[config.mk]
export PLATFORM = sky130hd
export DESIGN_NAME = coin_payout_ctrl
export DESIGN_NICKNAME = d
export VERILOG_FILES = /design/src/rtl/coin_payout_ctrl.sv
export SDC_FILE = /design/constraint.sdc
export NUM_CORES = 1
export LEC_CHECK = 0
export ABC_AREA = 1
export CAP_MARGIN = 0
export CORE_ASPECT_RATIO = 1.1
export CORE_MARGIN = 4
export CORE_UTILIZATION = 45
export DETAILED_ROUTE_END_ITERATION = 6
export PLACE_DENSITY = 0.7
export SLEW_MARGIN = 20
export SYNTH_ARGS = -nofsm -noshare
export SYNTH_HDL_FRONTEND = slang
export SYNTH_SLANG_ARGS = --single-unit
[constraint.sdc]
create_clock -name clk -period 3.1 [get_ports clk]
set_clock_uncertainty 0.15 [all_clocks]
set_input_delay 0.775 -clock clk [delete_from_list [all_inputs] [get_ports clk]]
set_output_delay 0.775 -clock clk [all_outputs]
set_load 0.02 [all_outputs]
[src/rtl/coin_payout_ctrl.sv]
// Coin payout transmitter: pays an amount in 50-cent units as a greedy sequence of
// timed coin pulses, honouring tube-empty flags and reporting done or fault.
module coin_payout_ctrl #(
  parameter int unsigned AMT_W        = 4,
  parameter int unsigned PULSE_CYCLES = 4,
  parameter int unsigned GAP_CYCLES   = 2
) (
  input  logic             clk,
  input  logic             rst_n,
  input  logic             start_i,
  input  logic [AMT_W-1:0] amount_i,
  input  logic             tube_1e_empty_i,
  input  logic             tube_50_empty_i,
  output logic [1:0]       coin_code_o,
  output logic             busy_o,
  output logic             done_o,
  output logic             fault_o,
  output logic [AMT_W-1:0] remaining_o
);

  localparam int unsigned MaxCycles = (PULSE_CYCLES > GAP_CYCLES) ? PULSE_CYCLES : GAP_CYCLES;
  localparam int unsigned TimerW    = $clog2(MaxCycles) + 1;

  localparam logic [TimerW-1:0] PulseLast = TimerW'(PULSE_CYCLES - 1);
  localparam logic [TimerW-1:0] GapLast   = TimerW'(GAP_CYCLES - 1);

  localparam logic [1:0] CoinNone = 2'b00;
  localparam logic [1:0] Coin50   = 2'b01;
  localparam logic [1:0] Coin1e   = 2'b10;

  typedef enum logic [2:0] {
    StIdle,
    StEmit,
    StGap,
    StDone,
    StFault
  } state_e;

  state_e              state_q, state_d;
  logic [1:0]          coin_q, coin_d;
  logic [AMT_W-1:0]    rem_q, rem_d;
  logic [TimerW-1:0]   timer_q, timer_d;

  logic [AMT_W-1:0]    sel_src;
  logic [1:0]          sel;
  logic [AMT_W-1:0]    sel_val;

  // Greedy choice: prefer 1 euro when at least two units remain and the tube has coins.
  function automatic logic [1:0] sel_coin(input logic [AMT_W-1:0] r,
                                          input logic             empty_1e,
                                          input logic             empty_50);
    if (r > AMT_W'(1) && !empty_1e) begin
      return Coin1e;
    end else if (r != '0 && !empty_50) begin
      return Coin50;
    end
    return CoinNone;
  endfunction

  // Selection looks at the new amount when launching, at the remainder between coins.
  assign sel_src = (state_q == StGap) ? rem_q : amount_i;
  assign sel     = sel_coin(sel_src, tube_1e_empty_i, tube_50_empty_i);
  assign sel_val = (sel == Coin1e) ? AMT_W'(2) : AMT_W'(1);

  always_ff @(posedge clk) begin
    if (!rst_n) begin
      state_q <= StIdle;
      coin_q  <= CoinNone;
      rem_q   <= '0;
      timer_q <= '0;
    end else begin
      state_q <= state_d;
      coin_q  <= coin_d;
      rem_q   <= rem_d;
      timer_q <= timer_d;
    end
  end

  always_comb begin
    state_d = state_q;
    coin_d  = coin_q;
    rem_d   = rem_q;
    timer_d = timer_q;
    unique case (state_q)
      StIdle, StFault: begin
        if (start_i) begin
          timer_d = '0;
          if (amount_i == '0) begin
            state_d = StDone;
            rem_d   = '0;
          end else if (sel != CoinNone) begin
            state_d = StEmit;
            coin_d  = sel;
            rem_d   = amount_i - sel_val;
          end else begin
            state_d = StFault;
            rem_d   = amount_i;
          end
        end
      end
      StEmit: begin
        if (timer_q == PulseLast) begin
          state_d = StGap;
          timer_d = '0;
        end else begin
          timer_d = timer_q + 1'b1;
        end
      end
      StGap: begin
        if (timer_q == GapLast) begin
          timer_d = '0;
          if (rem_q == '0) begin
            state_d = StDone;
          end else if (sel != CoinNone) begin
            state_d = StEmit;
            coin_d  = sel;
            rem_d   = rem_q - sel_val;
          end else begin
            state_d = StFault;
          end
        end else begin
          timer_d = timer_q + 1'b1;
        end
      end
      StDone: begin
        state_d = StIdle;
      end
      default: begin
        state_d = StIdle;
      end
    endcase
  end

  // Outputs depend only on registered state, never directly on inputs.
  always_comb begin
    coin_code_o = CoinNone;
    busy_o      = 1'b0;
    done_o      = 1'b0;
    fault_o     = 1'b0;
    remaining_o = rem_q;
    unique case (state_q)
      StEmit: begin
        coin_code_o = coin_q;
        busy_o      = 1'b1;
      end
      StGap:   busy_o = 1'b1;
      StDone: begin
        busy_o = 1'b1;
        done_o = 1'b1;
      end
      StFault: fault_o = 1'b1;
      default: ;
    endcase
  end

endmodule

==> flow_metrics.env, run 1 <==
export IMPL_slew_headroom_pct=77.9
export IMPL_final_common_cell="nand2_1"
export IMPL_dr_pass1_iters=4
export IMPL_rows=17
export IMPL_post_cts_buffers=0
export IMPL_reg2reg_to="remaining_o[2]$_SDFFE_PN0P_"
export IMPL_die_w_microns=53.2
export IMPL_timing_rr_start="state_q[1]$_SDFFE_PN0P_"
export IMPL_power_mw=1.11
export IMPL_die_area_sq_mm=0.00307
export IMPL_track_usage_pct=18.3
export IMPL_port_buffers=17
export IMPL_cts_resized=0
export IMPL_boundaryPins=18
export IMPL_path_delay_family="buffers and inverters"
export IMPL_layout_common_cells="nand2_1, inv_1, nor2_1"
export IMPL_ant_nets=0
export IMPL_drive_gt1_share_pct=10.1
export IMPL_power_density_mw_per_mm2=890
export IMPL_die_y_microns=57.7
export IMPL_crit_arrival_ns=1.90
export IMPL_syn_to_final_growth_pct=23.3
export IMPL_cap_viol_max_count=0
export IMPL_path_clk_slew_ns=0.07
export IMPL_grt_pass1_wl_mm=4.28
export IMPL_min_path_cells=2
export IMPL_tightest_slew_ns=0.331
export IMPL_ff2ff_path_depth=11
export IMPL_first_iter_violations=25
export IMPL_setup_tns_ns=0
export IMPL_ir_drop_uv=530
export IMPL_root_buffer="clkbuf_4"
export IMPL_cp_max_fo=7
export IMPL_cts_buffer_depth=2
export IMPL_endpoint_kind="output port"
export IMPL_diodes=0
export IMPL_fin_ws_ns=0.271
export IMPL_synthCells=158
export IMPL_gp_congestion=0.841
export IMPL_grt_max_degree=12
export IMPL_period_needed_ns=2.83
export IMPL_grt_pass1_vias=1023
export IMPL_timing_critical_path_buf_inv=3
export IMPL_synth_seq_cells=12
export IMPL_holdPathEnd="coin_q[0]$_SDFFE_PN0P_"
export IMPL_synth_seq_area_share_pct=23.8
export IMPL_drv_slew=0
export IMPL_p_leak_nw=0.586
export IMPL_numClockSinks=12
export IMPL_fin_area_sq_mm=0.00125
export IMPL_wl_per_cell_microns=11.9
export IMPL_cts_buffers=3
export IMPL_cts_max_level=1
export IMPL_routed_wl_mm=2.47
export IMPL_placed_area_sq_mm=0.00122
export IMPL_syn_area_sq_mm=0.00101
export IMPL_vias=1053
export IMPL_dp_final_hpwl_mm=2.04
export IMPL_cts_tree="yes"
export IMPL_cp_start_kind="flop"
export IMPL_preCtsSetupSlack_ns=0.137
export IMPL_synth_cell_types=21
export IMPL_crit_path_top_delay_cell="clkdlybuf4s50_1"
export IMPL_initial_utilization_pct=49.0
export IMPL_finalSetupViolCount=0
export IMPL_cpPeakStageDelay_ns=0.61
export IMPL_grt_overflow=0
export IMPL_r2r_setup_slack_ns=0.84
export IMPL_post_route_util_pct=60.4
export IMPL_required_ns=2.17
export IMPL_hp_class="reg -> reg"
export IMPL_path_class="reg -> out"
export IMPL_routed_via_density=5.09
export IMPL_worstSkewPairLatency_ns=0.27
export IMPL_hold_start="coin_q[0]$_SDFFE_PN0P_"
export IMPL_grt_setup_unrepaired="no"
export IMPL_yosysWarnings=0
export IMPL_fp_coreArea_sq_mm=0.00206
export IMPL_timing_final_crit_share_pct=91.3
export IMPL_antenna_found_initial=0
export IMPL_path_common_cell="inv_1"
export IMPL_drc=0
export IMPL_crit_chain="inv_1, nor3_1, inv_1, nor2_1, clkdlybuf4s50_1"
export IMPL_hold_viol_final=0
export IMPL_outcome="completed"
export IMPL_hold_buffers=0
export IMPL_nNetsFinal=200
export IMPL_synthesis_nets=177
export IMPL_avgSynthCellArea_sq_um=6.40
export IMPL_fmax_ghz=0.353
[kinds of logic after synthesis]
logic type / count (synthesis) / synth area share, %
and+or+nand+nor: 73 / 33.9
AOI/OAI and AO/OA: 33 / 17.3
DFF: 12 / 23.8
adders and majority gates: 10 / 13.9
buffers and inverters: 30 / 11.1
[tightest hold or removal path, stage by stage, from the launching register on]
cell     delay, ns
dfxtp_1       0.30
inv_1         0.06
a21oi_1       0.06
[state kept, by name, summed over array words and instances, names as in the netlist]
signal	flops
coin_q	2
remaining_o	4
timer_q	3
state_q	3
[how the worst max path moves through the flow]
stage,end,cells past startpoint,from,slack (ns)
after global routing,coin_code_o[1],5,state_q[0]$_SDFFE_PN0P_,0.13
after detailed placement,remaining_o[2]$_SDFFE_PN0P_,12,amount_i[3],0.14
after CTS,coin_code_o[0],5,state_q[0]$_SDFFE_PN0P_,0.27
final,coin_code_o[0],5,state_q[0]$_SDFFE_PN0P_,0.27
after floorplan,remaining_o[2]$_SDFFE_PN0P_,11,amount_i[1],0.82
after global placement,remaining_o[2]$_SDFFE_PN0P_,12,amount_i[2],0.23
[routing by layer]
layer / routed length [microns] / part of all wire (%) / global-route usage, % / up-vias
met5: 0 / 0 / 0 / -
met4: 46 / 1.9 / 8.76 / 0
met3: 94 / 3.8 / 0.771 / 5
met2: 1290 / 52 / 32.1 / 28
met1: 1040 / 42 / 22.3 / 478
li1: - / - / - / 542
[power by group]
group          internal, mW  total, mW  leakage (nW)  switching (mW)
Combinational         0.275      0.732         0.473           0.457
Clock                0.0450     0.0974        0.0138          0.0524
Sequential            0.217      0.279        0.0988          0.0617
[metrics by stage]
step | hold slack (ns) | cells
after CTS | 0.321 | 207
after floorplan | 0.279 | 158
after detailed placement | 0.310 | 204
after global routing | 0.356 | 207
after global placement | 0.297 | 204
final | 0.317 | 207
[cells in the mapped netlist]
| cell type | n | area (sq um) |
|---|---|---|
| nor3_1 | 2 | 10.0 |
| nand3_2 | 1 | 10.0 |
| a21oi_1 | 18 | 90.1 |
| or2_1 | 1 | 6.26 |
| nand3_1 | 8 | 40.0 |
| nor2_1 | 21 | 78.8 |
| nor2_4 | 1 | 11.3 |
| dfxtp_1 | 12 | 240 |
| or2_2 | 1 | 6.26 |
| nand2_4 | 3 | 33.8 |
| o21ai_0 | 11 | 55.1 |
| nand4_1 | 1 | 6.26 |
| inv_1 | 27 | 101 |
| o21bai_1 | 1 | 7.51 |
| ha_1 | 8 | 100 |
| nand2_1 | 29 | 109 |
| nand2_2 | 5 | 31.3 |
| o211ai_1 | 1 | 7.51 |
| fa_1 | 2 | 40.0 |
| inv_2 | 3 | 11.3 |
| o21a_1 | 2 | 15.0 |
[layout make-up]
class | count | area (sq um)
Multi-Input combinational cell | 116 | 658
Fill cell | 224 | 817
Sequential cell | 12 | 240
Inverter | 30 | 113
Tap cell | 28 | 35.0
Timing Repair Buffer | 18 | 178
Clock buffer | 3 | 22.5
Note: power is estimated with default switching activity, not from simulation.
==> inputs of run 2 (changes only) <==
- SETUP_SLACK_MARGIN: default -> 0.5
- SLEW_MARGIN: 20 -> default
==> flow_metrics.env, run 2 (same netlist as run 1, synthesis figures left out) <==
export IMPL_tightest_slew_ns=0.302
export IMPL_boundaryPins=18
export IMPL_hp_class="reg -> reg"
export IMPL_fmax_ghz=0.397
export IMPL_outcome="completed"
export IMPL_preCtsSetupSlack_ns=0.137
export IMPL_required_ns=3.11
export IMPL_cp_start_kind="input pin"
export IMPL_first_iter_violations=19
export IMPL_grt_setup_unrepaired="yes"
export IMPL_die_w_microns=53.2
export IMPL_ir_drop_uv=554
export IMPL_routed_wl_mm=2.57
export IMPL_path_class="in -> reg"
export IMPL_period_needed_ns=2.52
export IMPL_vias=1061
export IMPL_die_area_sq_mm=0.00307
export IMPL_cts_max_level=1
export IMPL_ant_nets=0
export IMPL_post_route_util_pct=62.5
export IMPL_fin_area_sq_mm=0.00129
export IMPL_crit_arrival_ns=2.53
export IMPL_met2_usage_pct=31.9
export IMPL_timing_hold_ws_ns=0.317
export IMPL_hold_buffers=0
export IMPL_slew_headroom_pct=79.9
export IMPL_drv_slew=0
export IMPL_wl_per_cell_microns=12.4
export IMPL_dp_final_hpwl_mm=2.04
export IMPL_diodes=0
export IMPL_antenna_found_initial=0
export IMPL_grt_use_met3_pct=0.771
export IMPL_dp_cells=204
export IMPL_largest_reg_flops=4
export IMPL_finalSetupViolCount=0
export IMPL_grt_max_degree=8
export IMPL_power_mw=1.14
export IMPL_cap_viol_max_count=0
export IMPL_rows=17
export IMPL_met1_usage_pct=22.3
export IMPL_cp_max_fo=6
export IMPL_top_usage_layer="met2"
export IMPL_gp_congestion=0.841
export IMPL_dr_pass1_iters=4
export IMPL_grt_overflow=0
export IMPL_cts_buffers=3
export IMPL_power_density_mw_per_mm2=885
export IMPL_hold_viol_final=0
export IMPL_worstSkewPairLatency_ns=0.27
export IMPL_port_buffers=17
export IMPL_setup_tns_ns=0
export IMPL_track_usage_pct=18.3
export IMPL_cts_buffer_depth=2
export IMPL_timing_final_crit_share_pct=81.2
export IMPL_layout_common_cells="nand2_1, inv_1, nor2_1, a21oi_1, dfxtp_1"
export IMPL_drive_gt1_share_pct=14.4
export IMPL_placed_area_sq_mm=0.00122
export IMPL_endpoint_kind="flop"
export IMPL_path_clk_slew_ns=0.08
export IMPL_routed_via_density=5.10
export IMPL_p_leak_nw=0.646
export IMPL_fin_ws_ns=0.582
export IMPL_grt_pass1_vias=1035
export IMPL_nNetsFinal=201
export IMPL_initial_utilization_pct=49.0
export IMPL_root_buffer="clkbuf_4"
export IMPL_n_fill_cell=212
export IMPL_grt_pass1_wl_mm=4.31
export IMPL_fin_cells=208
export IMPL_die_y_microns=57.7
export IMPL_drc=0
export IMPL_numClockSinks=12
export IMPL_final_common_cell="nand2_1"
export IMPL_syn_to_final_growth_pct=27.6
export IMPL_fp_coreArea_sq_mm=0.00206
export IMPL_cts_tree="yes"
run 2: cell count changes in the layout (fill, tap and decap cells not counted), moves of 2 or more:
cell / before / now
nor2_1: 21 / 18
dlygate4sd2_1: 0 / 3
dlymetal6s2s_1: 0 / 3
o21ai_0: 11 / 9
o21ai_1: 0 / 2
nor2_2: 0 / 2
clkdlybuf4s50_1: 17 / 11
run 2: area by class of cell:
| class | instances | area [sq um] | share of cell area (%) |
|---|---|---|---|
| Clock buffer | 3 | 22.5 | 1.75 |
| Sequential cell | 12 | 240 | 18.6 |
| Timing Repair Buffer | 19 | 189 | 14.6 |
| Inverter | 30 | 113 | 8.73 |
| Tap cell | 28 | 35.0 | 2.72 |
| Multi-Input combinational cell | 116 | 691 | 53.5 |
run 2: metal layers:
metal  share of wire [%]  up-vias
li1                    -      546
met4                 1.8        0
met3                 3.1        5
met5                   0        -
met2                  52       24
met1                  43      486
run 2: repair_timing:
action                                 CTS  global route
endpoints found under the hold margin    0             0
pin swaps                                1             1
setup endpoints to repair                6             4
gates resized for setup                  8             9
buffers inserted                         1             0
run 2: worst paths after layout:
check                                             start                     endpoint  slack [ns]  cells past startpoint
worst max-delay path                        amount_i[1]  remaining_o[1]$_SDFFE_PN0P_        0.58                     11
worst min-delay path             coin_q[0]$_SDFFE_PN0P_       coin_q[0]$_SDFFE_PN0P_        0.32                      2
worst max register to register  state_q[1]$_SDFFE_PN0P_  remaining_o[1]$_SDFFE_PN0P_        0.84                     10
worst min register to register   coin_q[0]$_SDFFE_PN0P_       coin_q[0]$_SDFFE_PN0P_        0.32                      2
run 2: critical path: stages:
cell             delay, ns
clkdlybuf4s50_1       0.48
inv_1                 0.06
nand2_1               0.06
nand2_1               0.06
nand2_2               0.08
nand2_4               0.09
ha_4                  0.18
fa_2                  0.51
nor2_1                0.04
nor2_1                0.11
a21oi_1               0.08
run 2: report_power, final:
group	internal, mW	switching [mW]
Clock	0.0450	0.0542
Combinational	0.283	0.469
Sequential	0.217	0.0729
==> inputs of run 3 (changes only) <==
- clock period: 3.1 -> 2.4 ns (I/O delays scaled with it)
==> flow_metrics.env, run 3 (same netlist as run 1, synthesis figures left out) <==
export IMPL_outcome="completed"
export IMPL_vias=1228
export IMPL_min_path_cells=2
export IMPL_initial_utilization_pct=49.0
export IMPL_timing_final_crit_share_pct=87.0
export IMPL_layout_common_cells="buf_4, inv_1, nand2_1"
export IMPL_port_buffers=17
export IMPL_drv_slew=0
export IMPL_placed_area_sq_mm=0.00137
export IMPL_wl_per_cell_microns=13.9
export IMPL_routed_wl_mm=3.32
export IMPL_grt_overflow=0
export IMPL_gp_congestion=0.851
export IMPL_numClockSinks=12
export IMPL_largest_reg_flops=4
export IMPL_hold_viol_final=0
export IMPL_cts_buffers=3
export IMPL_hold_buffers=0
export IMPL_ir_drop_uv=939
export IMPL_required_ns=2.40
export IMPL_worstSkewPairLatency_ns=0.27
export IMPL_antenna_found_initial=0
export IMPL_cp_start_kind="flop"
export IMPL_die_area_sq_mm=0.00307
export IMPL_fin_area_sq_mm=0.00168
export IMPL_p_leak_nw=0.797
export IMPL_path_clk_slew_ns=0.07
export IMPL_path_class="reg -> reg"
export IMPL_diodes=0
export IMPL_routed_via_density=5.14
export IMPL_hp_class="reg -> reg"
export IMPL_grt_max_degree=9
export IMPL_grt_pass1_wl_mm=4.77
export IMPL_multi_input_comb_area_sq_um=828
export IMPL_period_needed_ns=2.09
export IMPL_nNetsFinal=232
export IMPL_die_y_microns=57.7
export IMPL_dp_cells=220
export IMPL_final_common_cell="buf_4"
export IMPL_rows=17
export IMPL_seqCellArea_sq_um=245
export IMPL_drive_gt1_share_pct=46.4
export IMPL_holdPathEnd="coin_q[0]$_SDFFE_PN0P_"
export IMPL_power_density_mw_per_mm2=1150
export IMPL_r2r_setup_slack_ns=0.31
export IMPL_timing_rr_start="state_q[2]$_SDFFE_PN0P_"
export IMPL_fp_coreArea_sq_mm=0.00206
export IMPL_cts_tree="yes"
export IMPL_fmax_ghz=0.479
export IMPL_track_usage_pct=20.6
export IMPL_drc=0
export IMPL_crit_arrival_ns=2.09
export IMPL_hold_start="coin_q[0]$_SDFFE_PN0P_"
export IMPL_die_w_microns=53.2
export IMPL_cp_max_fo=8
export IMPL_reg2reg_to="remaining_o[1]$_SDFFE_PN0P_"
export IMPL_finalSetupViolCount=0
export IMPL_fin_cells=239
export IMPL_tightest_slew_ns=0.272
export IMPL_grt_pass1_vias=1158
export IMPL_cts_max_level=1
export IMPL_ant_nets=0
export IMPL_slew_headroom_pct=81.8
export IMPL_endpoint_kind="flop"
export IMPL_boundaryPins=18
export IMPL_first_iter_violations=24
export IMPL_cap_viol_max_count=0
export IMPL_cts_buffer_depth=2
export IMPL_dr_pass1_iters=4
export IMPL_root_buffer="clkbuf_4"
export IMPL_n_fill_cell=144
export IMPL_syn_to_final_growth_pct=65.8
export IMPL_grt_setup_unrepaired="yes"
export IMPL_ff2ff_path_depth=12
export IMPL_dp_final_hpwl_mm=2.13
[run 3: area by class of cell]
class,count,area share [%]
Sequential cell,12,14.6
Clock buffer,3,1.34
Tap cell,28,2.09
Timing Repair Buffer,50,24.9
Inverter,30,7.61
Multi-Input combinational cell,116,49.4
[run 3: metrics by stage]
stage               util (%)  setup TNS (ns)  setup slack (ns)  hold slack [ns]  power (mW)
CTS                     72.1               0             0.280            0.308        1.65
global route            81.3               0             0.193            0.371        2.08
floorplan                  -               0             0.381            0.279        1.03
global placement        66.5          -0.536            -0.193            0.296        1.41
finish                  81.3               0             0.311            0.348        1.93
detailed placement      66.5          -0.722            -0.241            0.301        1.44
[run 3: power breakdown]
| group | internal (mW) | total (mW) | leakage (nW) | switching, mW |
|---|---|---|---|---|
| sequential | 0.287 | 0.363 | 0.100 | 0.0762 |
| clock | 0.0580 | 0.119 | 0.0138 | 0.0607 |
| combinational | 0.621 | 1.45 | 0.683 | 0.827 |
[run 3: worst max-delay path, cell delays in order, from the launching register on]
cell,delay [ns]
dfxtp_2,0.34
buf_6,0.13
inv_8,0.06
nand2_4,0.05
nor2_4,0.10
nand2_2,0.06
nand2_2,0.07
nand2_4,0.11
ha_4,0.19
fa_2,0.51
nor2_1,0.04
nor2_1,0.08
a21oi_1,0.07
[run 3: worst max path at each step]
stage                             endpoint                     from  depth (start not counted)  slack, ns
2_1_floorplan  remaining_o[1]$_SDFFE_PN0P_              amount_i[3]                         10       0.38
3_3_place_gp   remaining_o[1]$_SDFFE_PN0P_              amount_i[3]                         11      -0.19
3_5_place_dp   remaining_o[1]$_SDFFE_PN0P_              amount_i[1]                         11      -0.24
4_1_cts        remaining_o[1]$_SDFFE_PN0P_  state_q[2]$_SDFFE_PN0P_                         12       0.28
5_1_grt        remaining_o[1]$_SDFFE_PN0P_  state_q[2]$_SDFFE_PN0P_                         12       0.19
6_report       remaining_o[1]$_SDFFE_PN0P_  state_q[2]$_SDFFE_PN0P_                         12       0.31
[run 3: repair_timing]
| item | 4_1_cts | 5_1_grt |
|---|---|---|
| buffers inserted | 7 | 9 |
| gates resized for setup | 53 | 46 |
| pin swaps | 11 | 19 |
| endpoints found under the setup margin | 17 | 14 |
[run 3: routing by layer]
layer	global-route usage, %	wire length, microns	vias up	part of all wire, %
met5	0	0	-	0
met4	5.11	45	0	1.4
met3	4.88	137	8	4.1
met2	38.5	1790	34	54
met1	22.9	1350	577	41
li1	-	-	609	-
